===== src/rtl/pipeline_interlock_scoreboard_pkg.sv =====
// Shared constants for the ID/EX hazard detection unit: stall-cause bit positions and widths.
package hdu_pkg;

    localparam int CAUSE_RAW   = 0;
    localparam int CAUSE_PEND  = 1;
    localparam int CAUSE_NPU   = 2;
    localparam int CAUSE_CACHE = 3;
    localparam int CAUSE_W     = 4;
    localparam int PERF_W      = 32;

    typedef logic [CAUSE_W-1:0] cause_t;

endpackage


===== src/rtl/pipeline_interlock_scoreboard_sat_counter.sv =====
// 32-bit saturating event counter with synchronous clear; only built with HDU_PERF_CNT_EN defined.
`ifdef HDU_PERF_CNT_EN
module hdu_sat_counter #(
    parameter int W = 32
) (
    input  logic         iClk,
    input  logic         iRst,
    input  logic         iClr,
    input  logic         iInc,
    output logic [W-1:0] oCount
);

    // Count events, holding at all-ones; clear takes priority over increment.
    always_ff @(posedge iClk or posedge iRst) begin
        if (iRst) begin
            oCount <= {W{1'b0}};
        end else if (iClr) begin
            oCount <= {W{1'b0}};
        end else if (iInc && (oCount != {W{1'b1}})) begin
            oCount <= oCount + W'(1);
        end else begin
            oCount <= oCount;
        end
    end

endmodule
`endif


===== src/rtl/pipeline_interlock_scoreboard.sv =====
// ID/EX interlock: per-register busy scoreboard for long-latency ops merged with NPU and cache stalls.
// Optional HDU_PERF_CNT_EN adds four per-cause saturating stall counters readable through iCntSel.
module pipeline_interlock_scoreboard
    import hdu_pkg::*;
#(
    parameter int NUM_REGS     = 32,
    parameter int REG_W        = 5,
    parameter int MAX_PENDING  = 4,
    parameter bit HAS_ZERO_REG = 1'b1,
    localparam int CNT_W       = $clog2(MAX_PENDING + 1)
) (
    input  logic               iClk,
    input  logic               iRst,
    input  logic               iIdValid,
    input  logic [REG_W-1:0]   iIdRegRs,
    input  logic [REG_W-1:0]   iIdRegRt,
    input  logic               iIdUseRs,
    input  logic               iIdUseRt,
    input  logic [REG_W-1:0]   iIdRegDst,
    input  logic               iIdLongOp,
    input  logic               iIdNpuCfgOp,
    input  logic               iIdNpuEnqOp,
    input  logic               iIdNpuDeqOp,
    input  logic               iNpuConfigFull,
    input  logic               iNpuInputFull,
    input  logic               iNpuOutputEmpty,
    input  logic               iInstrCacheValid,
    input  logic               iInstrCacheReady,
    input  logic               iDataCacheValid,
    input  logic               iDataCacheReady,
    input  logic               iFlush,
    input  logic               iWbValid,
    input  logic [REG_W-1:0]   iWbRegDst,
`ifdef HDU_PERF_CNT_EN
    input  logic               iCntClr,
    input  logic [1:0]         iCntSel,
    output logic [PERF_W-1:0]  oCntData,
`endif
    output logic               oStall,
    output logic [CAUSE_W-1:0] oStallCause,
    output logic               oIssue,
    output logic [CNT_W-1:0]   oPendingCnt,
    output logic               oSbErr
);

    logic [NUM_REGS-1:0] busy_r;
    logic [NUM_REGS-1:0] busy_nxt_s;
    logic [CNT_W-1:0]    cnt_r;
    logic [CNT_W-1:0]    cnt_nxt_s;
    logic                err_r;
    logic                err_evt_s;
    cause_t              cause_s;
    logic                set_s;
    logic                dec_s;

    function automatic logic is_zero(input logic [REG_W-1:0] r);
        return HAS_ZERO_REG && (r == {REG_W{1'b0}});
    endfunction

    // A register never hazards if it is the zero register or is being written back this cycle.
    function automatic logic exempt(input logic [REG_W-1:0] r, input logic wb_v,
                                    input logic [REG_W-1:0] wb_r);
        return is_zero(r) || (wb_v && (r == wb_r));
    endfunction

    // Hazard causes, all combinational from current scoreboard state and ID inputs.
    always_comb begin
        cause_s = {CAUSE_W{1'b0}};
        if (iIdValid) begin
            cause_s[CAUSE_RAW] =
                (iIdUseRs  && busy_r[iIdRegRs]  && !exempt(iIdRegRs,  iWbValid, iWbRegDst)) ||
                (iIdUseRt  && busy_r[iIdRegRt]  && !exempt(iIdRegRt,  iWbValid, iWbRegDst)) ||
                (iIdLongOp && busy_r[iIdRegDst] && !exempt(iIdRegDst, iWbValid, iWbRegDst));
            cause_s[CAUSE_PEND] = iIdLongOp && (cnt_r == CNT_W'(MAX_PENDING)) && !iWbValid;
            cause_s[CAUSE_NPU]  = (iIdNpuCfgOp && iNpuConfigFull) ||
                                  (iIdNpuEnqOp && iNpuInputFull)  ||
                                  (iIdNpuDeqOp && iNpuOutputEmpty);
        end else begin
            cause_s[CAUSE_RAW]  = 1'b0;
            cause_s[CAUSE_PEND] = 1'b0;
            cause_s[CAUSE_NPU]  = 1'b0;
        end
        cause_s[CAUSE_CACHE] = (iInstrCacheValid && !iInstrCacheReady) ||
                               (iDataCacheValid  && !iDataCacheReady);
    end

    // Output decode; reset forces a stall with no cause reported.
    always_comb begin
        if (iRst) begin
            oStall      = 1'b1;
            oStallCause = {CAUSE_W{1'b0}};
            oIssue      = 1'b0;
        end else begin
            oStall      = |cause_s;
            oStallCause = cause_s;
            oIssue      = iIdValid && !(|cause_s) && !iFlush;
        end
    end

    // Scoreboard next state: clear on writeback, then set on long-op issue so set wins.
    always_comb begin
        set_s      = oIssue && iIdLongOp;
        dec_s      = iWbValid && (cnt_r != {CNT_W{1'b0}});
        err_evt_s  = iWbValid && ((!busy_r[iWbRegDst] && !is_zero(iWbRegDst)) ||
                                  (cnt_r == {CNT_W{1'b0}}));
        busy_nxt_s = busy_r;
        if (iWbValid) begin
            busy_nxt_s[iWbRegDst] = 1'b0;
        end else begin
            busy_nxt_s = busy_r;
        end
        if (set_s && !is_zero(iIdRegDst)) begin
            busy_nxt_s[iIdRegDst] = 1'b1;
        end else begin
            busy_nxt_s = busy_nxt_s;
        end
        case ({set_s, dec_s})
            2'b10:   cnt_nxt_s = cnt_r + CNT_W'(1);
            2'b01:   cnt_nxt_s = cnt_r - CNT_W'(1);
            default: cnt_nxt_s = cnt_r;
        endcase
    end

    // Scoreboard, pending count and sticky protocol-error registers.
    always_ff @(posedge iClk or posedge iRst) begin
        if (iRst) begin
            busy_r <= {NUM_REGS{1'b0}};
            cnt_r  <= {CNT_W{1'b0}};
            err_r  <= 1'b0;
        end else begin
            busy_r <= busy_nxt_s;
            cnt_r  <= cnt_nxt_s;
            err_r  <= err_r || err_evt_s;
        end
    end

    assign oPendingCnt = cnt_r;
    assign oSbErr      = err_r;

`ifdef HDU_PERF_CNT_EN
    logic [PERF_W-1:0] perf_cnt_s [CAUSE_W];

    for (genvar g = 0; g < CAUSE_W; g++) begin : g_perf
        hdu_sat_counter #(.W(PERF_W)) u_cnt (
            .iClk   (iClk),
            .iRst   (iRst),
            .iClr   (iCntClr),
            .iInc   (oStallCause[g]),
            .oCount (perf_cnt_s[g])
        );
    end

    // Counter readback mux.
    always_comb begin
        case (iCntSel)
            2'd0:    oCntData = perf_cnt_s[0];
            2'd1:    oCntData = perf_cnt_s[1];
            2'd2:    oCntData = perf_cnt_s[2];
            2'd3:    oCntData = perf_cnt_s[3];
            default: oCntData = {PERF_W{1'b0}};
        endcase
    end
`endif

endmodule


===== config.mk =====
export PLATFORM = sky130hd
export DESIGN_NAME = pipeline_interlock_scoreboard
export DESIGN_NICKNAME = d
export VERILOG_FILES = /design/src/rtl/pipeline_interlock_scoreboard_pkg.sv /design/src/rtl/pipeline_interlock_scoreboard_sat_counter.sv /design/src/rtl/pipeline_interlock_scoreboard.sv
export SDC_FILE = /design/constraint.sdc
export NUM_CORES = 1
export LEC_CHECK = 0
export CAP_MARGIN = 20
export CORE_AREA = 4 4 84 86
export CTS_BUF_LIST = sky130_fd_sc_hd__clkbuf_16
export CTS_CLUSTER_SIZE = 25
export DETAILED_ROUTE_END_ITERATION = 7
export DIE_AREA = 0 0 88 90
export PLACE_DENSITY = 0.9
export SLEW_MARGIN = 30
export SYNTH_ARGS = -nofsm -noshare
export SYNTH_HDL_FRONTEND = slang
export SYNTH_SLANG_ARGS = --single-unit

===== constraint.sdc =====
create_clock -name iClk -period 6.2 [get_ports iClk]
set_input_delay 1.24 -clock iClk [delete_from_list [all_inputs] [get_ports iClk]]
set_output_delay 1.24 -clock iClk [all_outputs]
set_load 0.03 [all_outputs]

==> results.md, run 1 <==
* Drt pass-1 iters at 6
* Largest net degree at the start of global routing at 39
* Syn Area/Cell at 9.46 sq um
* Number of synthesized flops with an enable pin at 0
* Clk root buf: sky130_fd_sc_hd__clkbuf_16
* Post-Synthesis Net Count at between 300 and 400
* Power density cells at 202 mW/mm^2
* Clock buffer count from CTS at 5
* Kind of path behind the tightest hold check: reg2reg
* Post-synthesis cell area at 0.00338 sq mm
* Row Count at 29
* Post-layout net count at between 400 and 500
* Static leakage at between 1.5 and 2 nW
* Cell depth of the worst min-delay path at 1
* Worst EP required at 4960 ps
* Async set or reset register ratio after synthesis at 1.00
* Total of hold buffers inserted after clock tree synthesis at 0
* Detailed-route wire length at roughly 10 mm
* Met1 Wirelength at 3.65 mm
* Number of hold-slack violations in the final timing report at 0
* Global-route wire length before repair at 16.8 mm
* Final-report max-slew violation count at 0
* Kind of end point of the critical path: output pin
* Maximum clock frequency at around 0.18 GHz
* Detailed placement HPWL at 6.93 mm
* Met2 Routed Length at 4.65 mm
* Sink of the worst hold path: oSbErr
* CTS tree: built
* Total track usage at 0.272
* Flop-to-flop setup slack at approximately 2800 ps
* Minimum clock period after layout at around 5400 ps
* Top sig layer: met4
* Post-cts resize count at 0
* GP Congestion at approximately 1.0
* Number of antenna violations at the first check in global routing at 0
* Final WS setup at 785 ps
* Effective utilization at floorplan at 0.538
* Critical path class: in2out
* Slew headroom at 0.426
* # H-tree levels at 2
* Count of state elements after synthesis at 36
* Area of the core at approximately 0.0063 sq mm
* Most frequent standard cell in the layout excluding fill and tap cells: sky130_fd_sc_hd__clkdlybuf4s50_1
* Routed WL per cell at ~22 microns
* Drt drc at 0
* Most used flip-flop cell after synthesis: sky130_fd_sc_hd__dfrtp_1
* Via count at 3,270
* Buffer levels on the longest clock path at 2
* Die extent in y at roughly 90 microns
* Worst Clk Skew at around 6.3 ps
* Crit path launch type: input pin
* Setup TNS Final at 0 ps
* Most frequent cells in the layout: sky130_fd_sc_hd__clkdlybuf4s50_1, sky130_fd_sc_hd__nand3_1, sky130_fd_sc_hd__dfrtp_1, sky130_fd_sc_hd__o21ai_0, sky130_fd_sc_hd__mux2i_1
* Result of the run: complete, no violations
* Total grt overflow at 0
* Post-CTS setup repair buffer count at 0
* Hold path start: oSbErr
* Number of fillers in the final layout at between 400 and 500
* Count of final setup violators at 0
* Latest clock arrival within the worst-skew pair at 290 ps
* Critical R2R Capture: oPendingCnt[2]
* I/O pin total at 48
* Number of global-route vias before repair at 3,220
* Instance count of the mapped netlist at about 360
* Place WS at approximately 800 ps
* Fraction of layout cells with a size suffix above 1 at 0.181
* Placed Instances at between 400 and 500
* Worst-path fanout max at 13
* Synthesis-to-finish area growth at 17.6%
* Number of warning messages in the yosys log at 0
* X dimension of the die at a little under 90 microns
* Synth unique cells at 56
* Post-DRT Antenna Nets at 0
* Detailed Route Iter0 Violations at 484
* Reg2Reg Launch Point: busy_r[6]
* Number of diodes added for antenna fixing at 0
* Clk slew on worst S/H paths at roughly 60 ps
* Unrepaired setup endpoints after global routing: no
* Routed vias/inst at between 7 and 8
* Maximum vdd ir drop at approximately 0.13 mV
* Share of the clock period used by the worst path after layout at 0.873
* Met3 Wirelength at 1.36 mm
* Final cell count without fillers at between 400 and 500
* Maximum capacitance violations at 0
* Overall die area at between 0.007 and 0.008 sq mm
* # clock sinks at 36
* Measured slew at the worst slew-check pin at ~860 ps
* Count of port buffers added during placement at 47
* Seq/Total Area, Yosys at 0.267
* Number of cells on the worst reg-to-reg path at 13
* Signal arrival time at the worst endpoint at roughly 4200 ps
registers in the layout, summed over array words and instances, names as in the netlist:
signal and flops:
oSbErr 1, busy_r 32, oPendingCnt 3
cell usage after synthesis, drive strengths merged (8+ instances only):
| library cell | instances | share of area |
|---|---|---|
| nor2 | 9 | 0.010 |
| dfrtp | 36 | 0.27 |
| nor2b | 10 | 0.019 |
| xor2 | 10 | 0.026 |
| mux2i | 31 | 0.092 |
| xnor2 | 8 | 0.021 |
| inv | 14 | 0.016 |
| nand2 | 9 | 0.010 |
| nand3 | 38 | 0.056 |
| o21ai | 64 | 0.13 |
| mux4 | 17 | 0.11 |
| buf | 19 | 0.041 |
| clkbuf | 13 | 0.014 |
layer usage:
| metal | vias up | global-route usage |
|---|---|---|
| met2 | 270 | 0.405 |
| li1 | 1400 | - |
| met3 | 66 | 0.0804 |
| met5 | - | 0 |
| met4 | 0 | 0.168 |
| met1 | 1534 | 0.341 |
layout make-up:
class / instances / area [sq um] / share of cell area
Clock buffer: 5 / 125 / 0.0315
Clock inverter: 3 / 46.3 / 0.0117
Inverter: 14 / 52.6 / 0.0132
Multi-Input combinational cell: 275 / 2240 / 0.563
Sequential cell: 36 / 901 / 0.227
Tap cell: 77 / 96.3 / 0.0243
Timing Repair Buffer: 53 / 513 / 0.129
power by group:
part	total, mW	switching [mW]	internal, mW
logic	0.235	0.135	0.0998
clock network	0.299	0.108	0.191
registers	0.270	0.0210	0.249
total	0.804	0.264	0.540
critical path, stage by stage:
cell                              delay (ps)
sky130_fd_sc_hd__clkdlybuf4s50_1         910
sky130_fd_sc_hd__mux2i_1                 160
sky130_fd_sc_hd__mux4_2                  510
sky130_fd_sc_hd__a22oi_2                 180
sky130_fd_sc_hd__nand4_2                 180
sky130_fd_sc_hd__o21ai_0                 140
sky130_fd_sc_hd__o32a_1                  180
sky130_fd_sc_hd__clkdlybuf4s50_1         670
cell families after synthesis:
family,after synthesis,share of synthesized area
xor+xnor,18,0.0467
simple gates,113,0.196
mux,51,0.215
flops,36,0.267
compound gates,91,0.195
buf+inv,46,0.0707
fa+ha+maj,2,0.00963
metrics by stage:
stage               total power, mW  cell area (sq um)   util  hold slack [ps]
floorplan                     0.429               3380      -              453
global placement              0.498               3800  0.606              455
detailed placement            0.506               3800  0.606              455
CTS                           0.805               3970  0.633              469
global route                  0.833               3970  0.633              476
finish                        0.804               3970  0.633              468
how the worst max path moves through the flow:
stage               slack, ps    startpoint             end
finish                    790   iIdRegRs[2]          oStall
global route              600   iIdRegRs[2]          oStall
CTS                       780   iIdRegRs[2]  oStallCause[0]
detailed placement        800   iIdRegRs[2]  oStallCause[0]
global placement          790   iIdRegRs[2]          oStall
floorplan                1840  iIdRegDst[0]          oIssue
(Power assumes the default switching activity.)
==> run 2: changes to the inputs <==
- SKIP_CTS_REPAIR_TIMING: default -> 1
- TNS_END_PERCENT: default -> 50
==> results of run 2 <==
The final DEF is identical to that of run 1; final timing and power are the same.
==> run 3: changes to the inputs <==
- CELL_PAD_IN_SITES_DETAIL_PLACEMENT: default -> 1
- CELL_PAD_IN_SITES_GLOBAL_PLACEMENT: default -> 1
- CORE_AREA: 4 4 84 86 -> 4 4 94 96
- DIE_AREA: 0 0 88 90 -> 0 0 98 100
- PLACE_DENSITY: 0.9 -> 0.92
- clock period: 6.2 -> 5.5 ns (I/O delays scaled with it)
==> run 3 against run 2 <==
Via count grew 2.2%. Wire length grew 23%. Sequential power grew 14%. Clock-buffer cell count is the same. Worst hold slack gained 50 ps. Clock skew shrank 3.8 ps. Critical path depth shrank 1. Critical path type unchanged. Critical endpoint is now oIssue. Highest routed layer unchanged.
==> results.md, run 3 (synthesized netlist as in run 1, its figures left out) <==
* Drt pass-1 iters at 5
* Maximum clock frequency at 0.193 GHz
* Total track usage at 0.268
* Critical path class: in2out
* Register bank with the most flops: busy_r
* Final-report max-slew violation count at 0
* Most frequent cells in the layout: sky130_fd_sc_hd__clkdlybuf4s50_1, sky130_fd_sc_hd__nand3_1, sky130_fd_sc_hd__dfrtp_1, sky130_fd_sc_hd__o21ai_0, sky130_fd_sc_hd__mux2i_1
* Count of final setup violators at 0
* # clock sinks at 36
* CTS tree: built
* Worst-path fanout max at 10
* Signal arrival time at the worst endpoint at 4080 ps
* Setup TNS Final at 0 ps
* Top sig layer: met4
* Number of cells on the worst reg-to-reg path at 13
* Detailed Route Iter0 Violations at approximately 450
* Cell depth of the worst min-delay path at 1
* Total grt overflow at 0
* Place WS at between 300 and 400 ps
* Post-DRT Antenna Nets at 0
* Flip-flop count of the largest register after layout at 32
* Maximum capacitance violations at 0
* Met2 Routed Length at a little over 6 mm
* Overall die area at about 0.01 sq mm
* Share of the clock period used by the worst path after layout at 0.941
* X dimension of the die at 98 microns
* Die extent in y at ~100 microns
* Largest net degree at the start of global routing at 35
* Synthesis-to-finish area growth at 19.5%
* Post-layout net count at 430
* Number of diodes added for antenna fixing at 0
* Area of the core at between 0.008 and 0.009 sq mm
* Met3 Wirelength at just under 1 mm
* Worst EP required at roughly 4400 ps
* Clk root buf: sky130_fd_sc_hd__clkbuf_16
* Power density cells at 227 mW/mm^2
* Number of global-route vias before repair at 3,654
* Number of fillers in the final layout at around 900
* Measured slew at the worst slew-check pin at roughly 860 ps
* Detailed placement HPWL at between 8 and 9 mm
* Number of antenna violations at the first check in global routing at 0
* Crit path launch type: input pin
* Slew headroom at 0.421
* Clock buffer count from CTS at 5
* # H-tree levels at 2
* Latest clock arrival within the worst-skew pair at just under 300 ps
* Maximum vdd ir drop at approximately 0.11 mV
* Result of the run: complete, no violations
* Most frequent standard cell in the layout excluding fill and tap cells: sky130_fd_sc_hd__clkdlybuf4s50_1
* Met1 Wirelength at ~4.7 mm
* Drt drc at 0
* Fraction of layout cells with a size suffix above 1 at 0.189
* Number of hold-slack violations in the final timing report at 0
* Static leakage at 1.58 nW
* GP Congestion at just over 0.9
* Kind of end point of the critical path: output pin
* Count of port buffers added during placement at 47
* Minimum clock period after layout at a little over 5000 ps
* Detailed-route wire length at between 10 and 15 mm
* Routed WL per cell at 25.7 microns
* Final WS setup at ~320 ps
* Via count at 3,343
* Buffer levels on the longest clock path at 2
* Row Count at 33
* Worst Clk Skew at 2.56 ps
* I/O pin total at 48
* Kind of path behind the tightest hold check: reg2reg
* Effective utilization at floorplan at 0.420
* Clk slew on worst S/H paths at approximately 60 ps
* Global-route wire length before repair at slightly above 20 mm
* Routed vias/inst at roughly 6.7
* Unrepaired setup endpoints after global routing: no
-- run 3: changes by cell type in the layout (fill, tap and decap cells not counted) --
cell	previous run	this run
sky130_fd_sc_hd__buf_4	7	12
sky130_fd_sc_hd__clkinv_2	0	1
sky130_fd_sc_hd__clkinvlp_4	1	0
sky130_fd_sc_hd__inv_6	1	0
sky130_fd_sc_hd__inv_1	14	15
-- run 3: worst max-delay path: stages --
cell	delay (ps)
sky130_fd_sc_hd__clkdlybuf4s50_1	820
sky130_fd_sc_hd__mux4_2	580
sky130_fd_sc_hd__a22oi_1	260
sky130_fd_sc_hd__o211a_1	280
sky130_fd_sc_hd__o221ai_4	120
sky130_fd_sc_hd__nor2_1	200
sky130_fd_sc_hd__clkdlybuf4s50_1	710
-- run 3: cell type report --
type | count | area, sq um | area share
tap | 105 | 131 | 0.0325
clock inverter | 3 | 38.8 | 0.00961
inverter | 14 | 52.6 | 0.0130
clock buffer | 5 | 125 | 0.0310
multi-input combinational | 275 | 2240 | 0.554
timing repair buffer | 58 | 551 | 0.136
sequential | 36 | 901 | 0.223
-- run 3: where the power goes --
group          switching [mW]  total [mW]  internal, mW
Combinational           0.165       0.281         0.116
Sequential             0.0278       0.309         0.281
Clock                   0.117       0.328         0.211
Total                   0.310       0.918         0.608
-- run 3: through the flow --
step	cells	power (mW)	utilization	cell area, sq um	hold WS, ps
global route	496	0.953	0.501	4040	545
floorplan	357	0.484	-	3380	453
global placement	488	0.565	0.481	3870	456
detailed placement	488	0.586	0.481	3870	499
CTS	496	0.917	0.501	4040	527
finish	496	0.918	0.501	4040	519
-- run 3: final timing paths --
check / start / endpoint / slack (ps)
max reg2reg: busy_r[5] / oPendingCnt[2] / 2020
min reg2reg: oSbErr / oSbErr / 520
min in group asynchronous: iRst / busy_r[28] / 1090
max in group asynchronous: iRst / busy_r[12] / 3690
min: oSbErr / oSbErr / 520
max: iIdRegDst[0] / oIssue / 320
-- run 3: layer usage --
| metal | vias up | track usage |
|---|---|---|
| li1 | 1403 | - |
| met1 | 1657 | 0.319 |
| met2 | 211 | 0.443 |
| met3 | 72 | 0.0500 |
| met4 | 0 | 0.180 |
| met5 | - | 0 |
